<file path="src/rtl/imem_loader_pkg.sv">
// rtl/imem_loader_pkg.sv - shared state encoding and stream constants for imem_loader
package imem_loader_pkg;

    typedef enum logic [2:0] {
        S_IDLE,
        S_LEN_LO,
        S_LEN_HI,
        S_DATA,
        S_WRITE,
        S_CHECK,
        S_DONE,
        S_ERROR
    } loader_state_t;

    localparam int         LEN_BYTES      = 2;
    localparam int         BYTES_PER_WORD = 4;
    localparam logic [7:0] CSUM_INIT      = 8'h00;

endpackage

</file>
<file path="src/rtl/imem_loader_word_assembler.sv">
// rtl/imem_loader_word_assembler.sv - packs little-endian bytes into 32-bit words
module word_assembler
    import imem_loader_pkg::*;
(
    input  logic        clk,
    input  logic        rst,
    input  logic        clear,
    input  logic        byte_valid,
    input  logic [7:0]  byte_data,
    output logic [31:0] word,
    output logic        word_ready
);

    localparam logic [1:0] LAST_LANE = 2'(BYTES_PER_WORD - 1);

    logic [1:0]  idx_q,  idx_d;
    logic [31:0] word_q, word_d;

    always_comb begin
        idx_d  = idx_q;
        word_d = word_q;
        if (clear) begin
            idx_d  = '0;
            word_d = '0;
        end else if (byte_valid) begin
            for (int i = 0; i < BYTES_PER_WORD; i++) begin
                if (idx_q == 2'(i)) word_d[8*i +: 8] = byte_data;
            end
            idx_d = idx_q + 2'd1;
        end
    end

    always_ff @(posedge clk or posedge rst) begin
        if (rst) begin
            idx_q  <= '0;
            word_q <= '0;
        end else begin
            idx_q  <= idx_d;
            word_q <= word_d;
        end
    end

    // Combinational so the FSM can enter WRITE on the same edge that latches lane 3.
    assign word_ready = byte_valid && !clear && (idx_q == LAST_LANE);
    assign word       = word_q;

endmodule

</file>
<file path="src/rtl/imem_loader.sv">
// rtl/imem_loader.sv - boot loader filling instruction memory from a length-prefixed byte stream
// Optional trailing XOR checksum byte enabled by IMEM_LOADER_CHECKSUM_EN.
module imem_loader
    import imem_loader_pkg::*;
#(
    parameter int ADDR_WIDTH = 8
) (
    input  logic                  clk,
    input  logic                  reset,
    input  logic                  start,
    input  logic                  rx_valid,
    input  logic [7:0]            rx_data,
    output logic                  rx_ready,
    output logic                  wr_en,
    output logic [31:0]           wr_addr,
    output logic [31:0]           wr_data,
    output logic                  core_reset,
    output logic                  busy,
    output logic                  done,
    output logic                  error,
    output logic [ADDR_WIDTH:0]   word_count
);

`ifdef IMEM_LOADER_CHECKSUM_EN
    localparam loader_state_t END_STATE = S_CHECK;
`else
    localparam loader_state_t END_STATE = S_DONE;
`endif
    localparam logic [16:0] MAX_WORDS = 17'd1 << ADDR_WIDTH;

    loader_state_t         state_q, state_d;
    logic [15:0]           len_q, len_d;
    logic [ADDR_WIDTH:0]   word_count_q, word_count_d;
    logic [31:0]           wr_addr_q, wr_addr_d;
    logic                  wr_en_q, wr_en_d;
    logic                  rx_ready_q, rx_ready_d;
    logic                  core_reset_q, core_reset_d;
    logic                  busy_q, busy_d;
    logic                  done_q, done_d;
    logic                  error_q, error_d;
`ifdef IMEM_LOADER_CHECKSUM_EN
    logic [7:0]            csum_q, csum_d;
`endif

    logic        accept;
    logic        session_clear;
    logic        word_ready;
    logic [15:0] n_full;
    logic [16:0] wc_next;

    assign accept        = rx_valid && rx_ready_q;
    assign session_clear = start &&
                           (state_q == S_IDLE || state_q == S_DONE || state_q == S_ERROR);
    assign n_full        = {rx_data, len_q[7:0]};
    assign wc_next       = 17'(word_count_q) + 17'd1;

    word_assembler u_asm (
        .clk        (clk),
        .rst        (reset),
        .clear      (session_clear),
        .byte_valid (accept && state_q == S_DATA),
        .byte_data  (rx_data),
        .word       (wr_data),
        .word_ready (word_ready)
    );

    always_comb begin
        state_d      = state_q;
        len_d        = len_q;
        word_count_d = word_count_q;
        wr_addr_d    = wr_addr_q;
`ifdef IMEM_LOADER_CHECKSUM_EN
        csum_d       = csum_q;
`endif
        case (state_q)
            S_IDLE, S_DONE, S_ERROR: begin
                if (start) begin
                    state_d      = S_LEN_LO;
                    word_count_d = '0;
`ifdef IMEM_LOADER_CHECKSUM_EN
                    csum_d       = CSUM_INIT;
`endif
                end
            end
            S_LEN_LO: begin
                if (accept) begin
                    len_d[7:0] = rx_data;
                    state_d    = S_LEN_HI;
                end
            end
            S_LEN_HI: begin
                if (accept) begin
                    len_d = n_full;
                    if ({1'b0, n_full} > MAX_WORDS) state_d = S_ERROR;
                    else if (n_full == 16'd0)       state_d = END_STATE;
                    else                            state_d = S_DATA;
                end
            end
            S_DATA: begin
                if (accept) begin
`ifdef IMEM_LOADER_CHECKSUM_EN
                    csum_d = csum_q ^ rx_data;
`endif
                    if (word_ready) begin
                        state_d   = S_WRITE;
                        wr_addr_d = 32'({word_count_q, 2'b00});
                    end
                end
            end
            S_WRITE: begin
                word_count_d = wc_next[ADDR_WIDTH:0];
                state_d      = (wc_next < {1'b0, len_q}) ? S_DATA : END_STATE;
            end
            S_CHECK: begin
`ifdef IMEM_LOADER_CHECKSUM_EN
                if (accept) state_d = (rx_data == csum_q) ? S_DONE : S_ERROR;
`else
                state_d = S_ERROR;
`endif
            end
            default: state_d = S_IDLE;
        endcase

        // Outputs are decoded from the next state so they come straight off flops.
        rx_ready_d   = (state_d == S_LEN_LO) || (state_d == S_LEN_HI) ||
                       (state_d == S_DATA)   || (state_d == S_CHECK);
        busy_d       = rx_ready_d || (state_d == S_WRITE);
        wr_en_d      = (state_d == S_WRITE);
        core_reset_d = (state_d != S_DONE);
        done_d       = (state_d == S_DONE);
        error_d      = (state_d == S_ERROR);
    end

    always_ff @(posedge clk or posedge reset) begin
        if (reset) begin
            state_q      <= S_IDLE;
            len_q        <= '0;
            word_count_q <= '0;
            wr_addr_q    <= '0;
            wr_en_q      <= 1'b0;
            rx_ready_q   <= 1'b0;
            core_reset_q <= 1'b1;
            busy_q       <= 1'b0;
            done_q       <= 1'b0;
            error_q      <= 1'b0;
`ifdef IMEM_LOADER_CHECKSUM_EN
            csum_q       <= CSUM_INIT;
`endif
        end else begin
            state_q      <= state_d;
            len_q        <= len_d;
            word_count_q <= word_count_d;
            wr_addr_q    <= wr_addr_d;
            wr_en_q      <= wr_en_d;
            rx_ready_q   <= rx_ready_d;
            core_reset_q <= core_reset_d;
            busy_q       <= busy_d;
            done_q       <= done_d;
            error_q      <= error_d;
`ifdef IMEM_LOADER_CHECKSUM_EN
            csum_q       <= csum_d;
`endif
        end
    end

    assign rx_ready   = rx_ready_q;
    assign wr_en      = wr_en_q;
    assign wr_addr    = wr_addr_q;
    assign core_reset = core_reset_q;
    assign busy       = busy_q;
    assign done       = done_q;
    assign error      = error_q;
    assign word_count = word_count_q;

endmodule

</file>
<file path="config.mk">
export PLATFORM = sky130hd
export DESIGN_NAME = imem_loader
export DESIGN_NICKNAME = d
export VERILOG_FILES = /design/src/rtl/imem_loader_pkg.sv /design/src/rtl/imem_loader_word_assembler.sv /design/src/rtl/imem_loader.sv
export SDC_FILE = /design/constraint.sdc
export NUM_CORES = 1
export LEC_CHECK = 0
export CORE_MARGIN = 2
export CORE_UTILIZATION = 54
export DETAILED_ROUTE_END_ITERATION = 16
export PLACE_DENSITY_LB_ADDON = 0.3
export SYNTH_ARGS = -nofsm -noshare
export SYNTH_HDL_FRONTEND = slang
export SYNTH_SLANG_ARGS = --single-unit
</file>
<file path="constraint.sdc">
create_clock -name clk -period 4.3 [get_ports clk]
set_input_delay 0.86 -clock clk [delete_from_list [all_inputs] [get_ports clk]]
set_output_delay 0.86 -clock clk [all_outputs]
set_load 0.02 [all_outputs]
</file>
After elaboration in Yosys (flattened, before gate mapping) --
Index checks and enable logic that the tools add are counted.
Word-level totals: bits in registers 77, bits of input ports 12, output and inout port bits 79, logic and storage cells 91
Cells by class: add/subtract/negate cells 2, $lt $le $gt $ge 2, eq/ne operators 19, muxes and demuxes 21, bitwise gates (word level) 1, reduce and logical (&&, ||, !) cells 30
Operators by type and width (number):
- $mux W32 | 2
- $mux W8 | 5
- $eq A3 B3 Y1 const B | 8
- $mux W3 | 8
- $pmux W3 S6 | 1
- $pmux W9 S2 | 1
- $gt A16 B9 Y1 const B | 1
- $logic_not A16 Y1 | 1
- $lt A10 B16 Y1 | 1
- $pmux W8 S2 | 1
- $eq A3 B2 Y1 const B | 4
- $reduce_and A2 Y1 | 6
- $reduce_bool A2 Y1 | 6
- $add A9 B1 Y10 const B | 1
- $mux W9 | 1
- $eq A3 B1 Y1 const B | 2
- $logic_or A1 B1 Y1 | 6
- $reduce_and A3 Y1 | 2
- $logic_and A1 B1 Y1 | 5
- $eq A2 B2 Y1 const B | 2
- $mux W2 | 2
- $logic_not A3 Y1 | 1
- $ne A3 B3 Y1 const B | 1
- $reduce_or A3 Y1 | 1
- other kinds (6) | 6

Logic depth before layout (Yosys ltp) --
Gate-level depths: netlist of the first run.
word-level depth 15, depth in mapped cells 12, mapped depth without buffers 12

Modules after synthesis --
Synthesis of the first run repeated with hierarchy kept, for this count alone.
Unflattened totals: cells, all modules 376, area, all modules 4022.6 um2
By module, submodules not included:
- imem_loader | instances 1, cells each 247, area an instance 2439.8 um2, sequential area each 1077.3 um2
- word_assembler | instances 1, cells each 129, area an instance 1582.8 um2, sequential area each 850.8 um2

Worst setup path before layout of the first run --
Ideal clock, no wire load.
path type register to register, start register word_count_q[0], in the netlist word_count[0], end register rx_ready_q, in the netlist rx_ready, setup time 0.135 ns, arrival 2.524 ns, required time 4.165 ns, setup slack 1.640 ns, stages on the path, launching flop included 13, buffers on the path 0, period minus slack after synthesis 2.660 ns, cell sequence dfrtp_1 > ha_1 > nand3_1 > nor2_1 > nand3_1 > xnor2_1 > ha_1 > nand2_1 > a211oi_2 > o311ai_1 > a31oi_4 > nand2_2 > a21boi_1
Between the ends: cells in the longest elaborated chain, start to end 8, elaborated cells on any way between the ends 11, those cells by class 1 x add/sub; 1 x order compare; 4 x eq/ne; 2 x mux; 3 x reduce/logical
RTL lines:
- start, declared | line imem_loader.sv:33 | logic [ADDR_WIDTH:0] word_count_q, word_count_d;
- start signal, assigned | line imem_loader.sv:152 | word_count_q <= word_count_d;
- $add A9 B1 Y10 * | line imem_loader.sv:55 | assign wc_next = 17'(word_count_q) + 17'd1;
- $lt A10 B16 Y1 * | line imem_loader.sv:112 | state_d = (wc_next < {1'b0, len_q}) ? S_DATA : END_STATE;
- $mux W3 * | line imem_loader.sv:112
- $pmux W3 S6 * | line imem_loader.sv:75 | case (state_q)
- named net state_d[2] | line imem_loader.sv:31 | loader_state_t state_q, state_d;
- $eq A3 B1 Y1 or $eq A3 B2 Y1 (tied branches) | line imem_loader.sv:125 | rx_ready_d = (state_d == S_LEN_LO) || (state_d == S_LEN_HI) ||
- $logic_or A1 B1 Y1 (2 in a row) | line imem_loader.sv:125
- $logic_or A1 B1 Y1 * | line imem_loader.sv:126 | (state_d == S_DATA) || (state_d == S_CHECK);
- named net rx_ready_d | line imem_loader.sv:36 | logic rx_ready_q, rx_ready_d;
- end signal, assigned | line imem_loader.sv:155 | rx_ready_q <= rx_ready_d;
- end, declared | line imem_loader.sv:36
The timed path passes the listed nets; every way through them passes the cells marked *. A chain may end at the register's enable or synchronous reset.

Worst setup path after layout of the first run --
Same ends and word-level chain as after synthesis.

==> results of run 1 <==
Yosys cell counts (all sizes together) (3+ instances only):
master,instances
inv,17
a21oi,30
dfrtp,76
nor2,10
and3,5
mux2,17
buf,25
or4,3
xnor2,3
xor2,4
nand2,77
nand3,38
ha,15
o21ai,27
nor3,6
o31ai,3
clkbuf,16
layer usage:
| layer | up-vias | part of all wire |
|---|---|---|
| li1 | 1438 | - |
| met1 | 1462 | 0.44 |
| met2 | 100 | 0.50 |
| met3 | 14 | 0.053 |
| met4 | 0 | 0.016 |
| met5 | - | 0 |
per-stage QoR:
step | utilization | hold slack (ns) | area [µm²]
detailed placement | 0.658 | 0.490 | 4520
CTS | 0.692 | 0.511 | 4760
global route | 0.692 | 0.526 | 4760
floorplan | - | 0.472 | 3940
finish | 0.692 | 0.509 | 4760
global placement | 0.658 | 0.483 | 4520
layout make-up:
cell class	count	area [µm²]
fillers	538	2110
flip-flops and latches	77	1930
multi-input cells	287	1700
repair buffers	72	708
clock buffers	9	124
well taps	96	120
clock inverters	6	111
inverters	17	63.8
worst max path at each step:
stage                              from       end  slack (ns)  depth (start not counted)
after global routing      word_count[0]      busy        1.10                         12
after detailed placement       rx_valid      busy        1.27                          8
after global placement         rx_valid  rx_ready        1.34                          8
after CTS                 word_count[0]      busy        1.39                         12
final                     word_count[0]  rx_ready        1.41                         12
after floorplan                   reset      busy        1.47                          1
worst max-delay path, stage by stage, from the launching register on:
cell and delay, ns:
dfrtp_1 0.47, ha_1 0.22, nand3_1 0.12, nor2_1 0.29, nand3_1 0.17, xnor2_1 0.18
ha_1 0.28, nand2_1 0.06, a211oi_2 0.26, o311ai_1 0.20, a31oi_4 0.30, nand2_2 0.10
a21boi_1 0.14
logic make-up after synthesis:
family                     synth area share
AOI/OAI and AO/OA                     0.115
xor gates and xnor gates             0.0159
other                              0.000973
and+or+nand+nor                       0.189
buffers and inverters                0.0802
DFF                                   0.500
muxes                                0.0497
adders and majority gates            0.0487
registers in the layout, indices dropped and copies added, names as in the netlist:
| register | flops |
|---|---|
| u_asm.word | 32 |
| len_q | 16 |
| word_count | 9 |
| wr_addr | 9 |
| state_q | 3 |
| u_asm.idx_q | 2 |
| busy | 1 |
| core_reset | 1 |
| done | 1 |
| error | 1 |
| rx_ready | 1 |
| wr_en | 1 |
power groups by stage:
stage                     registers (W)  clock network [W]  logic (W)
after floorplan                 0.00123                  0   0.000733
after global placement          0.00111                  0    0.00122
after detailed placement        0.00112                  0    0.00127
after CTS                       0.00110           0.000658    0.00129
after global routing            0.00114           0.000697    0.00142
final                           0.00110           0.000652    0.00128
==> out/qor.yml, run 1 <==
cts-buffers-inserted: 9
end_kind: "register"
start_util: 0.561
wl_per_cell_um: 15.4
timing.rr.end: "rx_ready"
netlist.area_leader.share: 0.493
startpoint_type: "register"
worstPathRequired_ns: 4.53
r2r-start: "word_count[0]"
status: "finished clean"
timing.final.crit_share: 0.673
grt_pass1_vias: 2870
ys_ff_latch: 77
ys_seq_area_frac: 0.500
rrSetupSlack_ns: 1.41
synth_top_cell_by_area: "dfrtp_1"
die_h_um: 88.5
use_met3: 0.0700
total_power_w: 0.00304
cp_max_fo: 8
synthArstFlopShare: 1.00
dr.pass1.iters: 4
core_area_um2: 6870
clock_power_share: 0.215
num_rows: 30
final_nets: 491
grt_pass1_wl_um: 14200
gp_congestion: 0.774
die_area_um2: 7830
layout.cells.most_common_list: "nand2_1 (76), dfrtp_1 (76), clkdlybuf4s50_1 (67), nand3_1 (38), a21oi_1 (30)"
hold_path.startpoint: "len_q[10]"
n_antenna_cell: 0
stdcell_count: 564
num_io_pins: 91
p_sw_w: 0.00116
top_usage_layer: "met2"
drv_slew: 0
clockRootBuffer: "clkbuf_8"
drt_wl_total_um: 8710
grt_util_met2: 0.372
hold_viol_final: 0
setup_ws_ns: 1.41
drt_iter0_drc: 180
min_path_cells: 1
synthTopCellsByArea: "dfrtp_1 (49%), nand2_1 (7.4%), mux2_2 (5.0%)"
setup_tns_ns: 0
viasPerCell: 5.34
cp.arrival_ns: 3.12
min_period_ns: 2.89
grtUsageMet1: 0.328
p_per_area_nw_per_um2: 639
setup_viol: 0
synth_cell_types: 47
relSlewSlack: 0.197
min_to: "len_q[10]"
die_x_um: 88.5
cts_hold_buffers: 0
synthCells: 400
syn_area_um2: 3850
synth.avg_cell_area_um2: 9.64
seqPwrFrac: 0.363
clock_latency_ns: 0.35
port_buffers: 67
leakage_nw: 2.13
synth-main-ff-cell: "dfrtp_1"
place_ws_ns: 1.27
cts.clk_slew.worst_paths_ns: 0.08
ir_drop_mv: 0.303
yosys_warnings: 0
postRouteAntennaNets: 0
post_cts_resized: 0
cts_tree: "done"
cts_buffer_depth: 2
tightest_slew_ns: 1.20
cap_violations: 0
drive_gt1_frac: 0.115
antenna_found_initial: 0
synth-edff-count: 0
gr-usage-all-layers: 0.238
dp_hpwl_um: 5940
grt.overflow.total: 0
max_freq_mhz: 345
finClkSkew_ns: 0.0118
clock-sinks: 77
route.detailed.drc: 0
cts_setup_buffers: 0
htree_levels: 3
ff2ff_path_depth: 12
grt_max_degree: 47
grt_setup_unrepaired: "false"
combPwrFrac: 0.422
crit_type: "reg2reg"
vias: 3014
internal_power_w: 0.00188
area.growth.synth_to_final_pct: 23.4
min_path_type: "reg2reg"
dp.cells: 549
swShare: 0.381
Note: power is estimated with default switching activity, not from simulation.
==> inputs of run 2 (changes only) <==
--- a/config.mk
+++ b/config.mk
@@ -6,7 +6,7 @@
 export NUM_CORES = 1
 export LEC_CHECK = 0
 export CORE_MARGIN = 2
-export CORE_UTILIZATION = 54
+export CORE_UTILIZATION = 45
 export DETAILED_ROUTE_END_ITERATION = 16
 export PLACE_DENSITY_LB_ADDON = 0.3
 export SYNTH_ARGS = -nofsm -noshare
==> constraint.sdc (replaced) <==
create_clock -name clk -period 2.4 [get_ports clk]
set_input_delay 0.48 -clock clk [delete_from_list [all_inputs] [get_ports clk]]
set_output_delay 0.48 -clock clk [all_outputs]
set_load 0.02 [all_outputs]
==> run 2 against run 1 <==
  * The flow now finishes with violations (setup timing)
  * Sequential power rose by 80%
  * Clock skew fell by 0.0027 ns
  * Global-route usage fell by 2.0 points
  * Sequential cell count did not move
  * Combinational power rose by 110%
  * Critical endpoint unchanged
  * Largest power group unchanged
  * Highest routed layer unchanged
==> out/qor.yml, run 2 (synthesis gave the netlist of run 1 again) <==
status: "complete, but fails checks"
violations: "setup timing"
dp_hpwl_um: 6680
dr.pass1.iters: 4
cts_tree: "done"
drt_iter0_drc: 207
cts.clk_slew.worst_paths_ns: 0.08
drive_gt1_frac: 0.224
min_to: "wr_addr[9]"
leakage_nw: 2.28
swShare: 0.398
final_common_cell: "nand2_1"
n_antenna_cell: 0
ir_drop_mv: 0.396
finClkSkew_ns: 0.00914
hold_path.startpoint: "wr_addr[9]"
internal_power_w: 0.00344
crit_chain: "ha_4, nand3_4, nor2_4, nand3_2, xnor2_2, ha_4, nand2_2, a211oi_2, o311ai_2, a31oi_4, nand2_2, a21boi_2"
gp_congestion: 0.835
gr-usage-all-layers: 0.218
slowest_stage: "dfrtp_2"
tightest_slew_ns: 0.570
grt_pass1_vias: 3105
setup_viol: 5
min_path_cells: 1
drt_wl_total_um: 9490
wl_per_cell_um: 15.7
layout.cells.most_common_list: "nand2_1 (75), dfrtp_1 (71), clkdlybuf4s50_1 (67), nand3_1 (35), buf_4 (33)"
cts-buffers-inserted: 9
num_rows: 33
grt_pass1_wl_um: 15200
vias: 3148
dp.cells: 582
start_util: 0.467
cts_buffer_depth: 2
fin_hold_ws_ns: 0.511
worstPathRequired_ns: 2.63
max_stage_delay_ns: 0.41
die_area_um2: 9320
hold_viol_final: 0
stdcell_count: 604
largest_register_ffs: 32
critPathBufInv: 0
grt_setup_unrepaired: "true"
die_x_um: 96.6
timing.rr.end: "rx_ready"
clockRootBuffer: "clkbuf_8"
core_area_um2: 8260
route.detailed.drc: 0
cp_max_fo: 5
relSlewSlack: 0.619
setup_ws_ns: -0.124
num_io_pins: 91
drv_slew: 0
startpoint_type: "register"
viasPerCell: 5.21
cts_hold_buffers: 0
antenna_found_initial: 0
die_h_um: 96.6
clock-sinks: 77
timing.final.crit_share: 1.05
crit_type: "reg2reg"
p_per_area_nw_per_um2: 1110
max_freq_mhz: 396
area.growth.synth_to_final_pct: 33.5
postRouteAntennaNets: 0
cap_violations: 0
final_nets: 521
port_buffers: 67
clock_power_share: 0.179
cp.arrival_ns: 2.75
htree_levels: 3
crit_cells: 12
clock_latency_ns: 0.36
ff2ff_path_depth: 12
seqPwrFrac: 0.347
combPwrFrac: 0.475
fin_util: 0.623
min_period_ns: 2.52
p_sw_w: 0.00227
setup_tns_ns: -0.428
rrSetupSlack_ns: -0.12
grt_max_degree: 40
min_path_type: "reg2reg"
r2r-start: "word_count[0]"
end_kind: "register"
cp_top_family: "compound AO/OA/AOI/OAI gates"
grt.overflow.total: 0
-- run 2: cell types whose count changed in the layout (fill, tap and decap cells not counted), sizes merged --
cell | previous run | this run
buf | 5 | 35
bufinv | 3 | 1
clkbuf | 9 | 10
clkinv | 1 | 4
clkinvlp | 1 | 2
inv | 18 | 16
-- run 2: stage by stage --
stage	setup slack, ns	cell area, µm²	total power [W]
floorplan	-0.0381	3980	0.00354
global placement	-0.00797	4780	0.00435
detailed placement	-0.123	4780	0.00445
CTS	-0.0930	5080	0.00558
global route	-0.281	5140	0.00611
finish	-0.124	5140	0.00571
-- run 2: final cells by class --
cell class / count / area [µm²]
Clock inverter: 6 / 72.6
Sequential cell: 77 / 1930
Fill cell: 670 / 3110
Clock buffer: 10 / 138
Timing Repair Buffer: 102 / 958
Multi-Input combinational cell: 287 / 1840
Tap cell: 105 / 131
Inverter: 17 / 67.6
-- run 2: worst max path at each step --
| stage | startpoint | endpoint | slack (ns) |
|---|---|---|---|
| finish | word_count[0] | rx_ready | -0.12 |
| global route | word_count[1] | rx_ready | -0.28 |
| CTS | word_count[0] | wr_en | -0.09 |
| detailed placement | word_count[1] | rx_ready | -0.12 |
| global placement | word_count[1] | wr_en | -0.008 |
| floorplan | word_count[0] | wr_en | -0.04 |
-- run 2: per-layer routing --
| metal | GRT usage | vias to the layer above | wire [µm] |
|---|---|---|---|
| li1 | - | 1495 | - |
| met1 | 0.294 | 1552 | 4100 |
| met2 | 0.349 | 91 | 4770 |
| met3 | 0.0403 | 10 | 473 |
| met4 | 0.0880 | 0 | 147 |
| met5 | 0 | - | 0 |
-- run 2: timing repair --
action,4_1_cts,5_1_grt
resized for setup,14,7
endpoints found under the setup margin,5,7
buffers inserted,2,4
gates cloned,0,0
pin swaps,11,12
-- run 2: power groups by stage --
stage	logic [W]	registers, W	clock network [W]
floorplan	0.00133	0.00221	0
global route	0.00297	0.00203	0.00111
detailed placement	0.00246	0.00199	0
global placement	0.00238	0.00197	0
finish	0.00271	0.00198	0.00102
CTS	0.00256	0.00198	0.00104
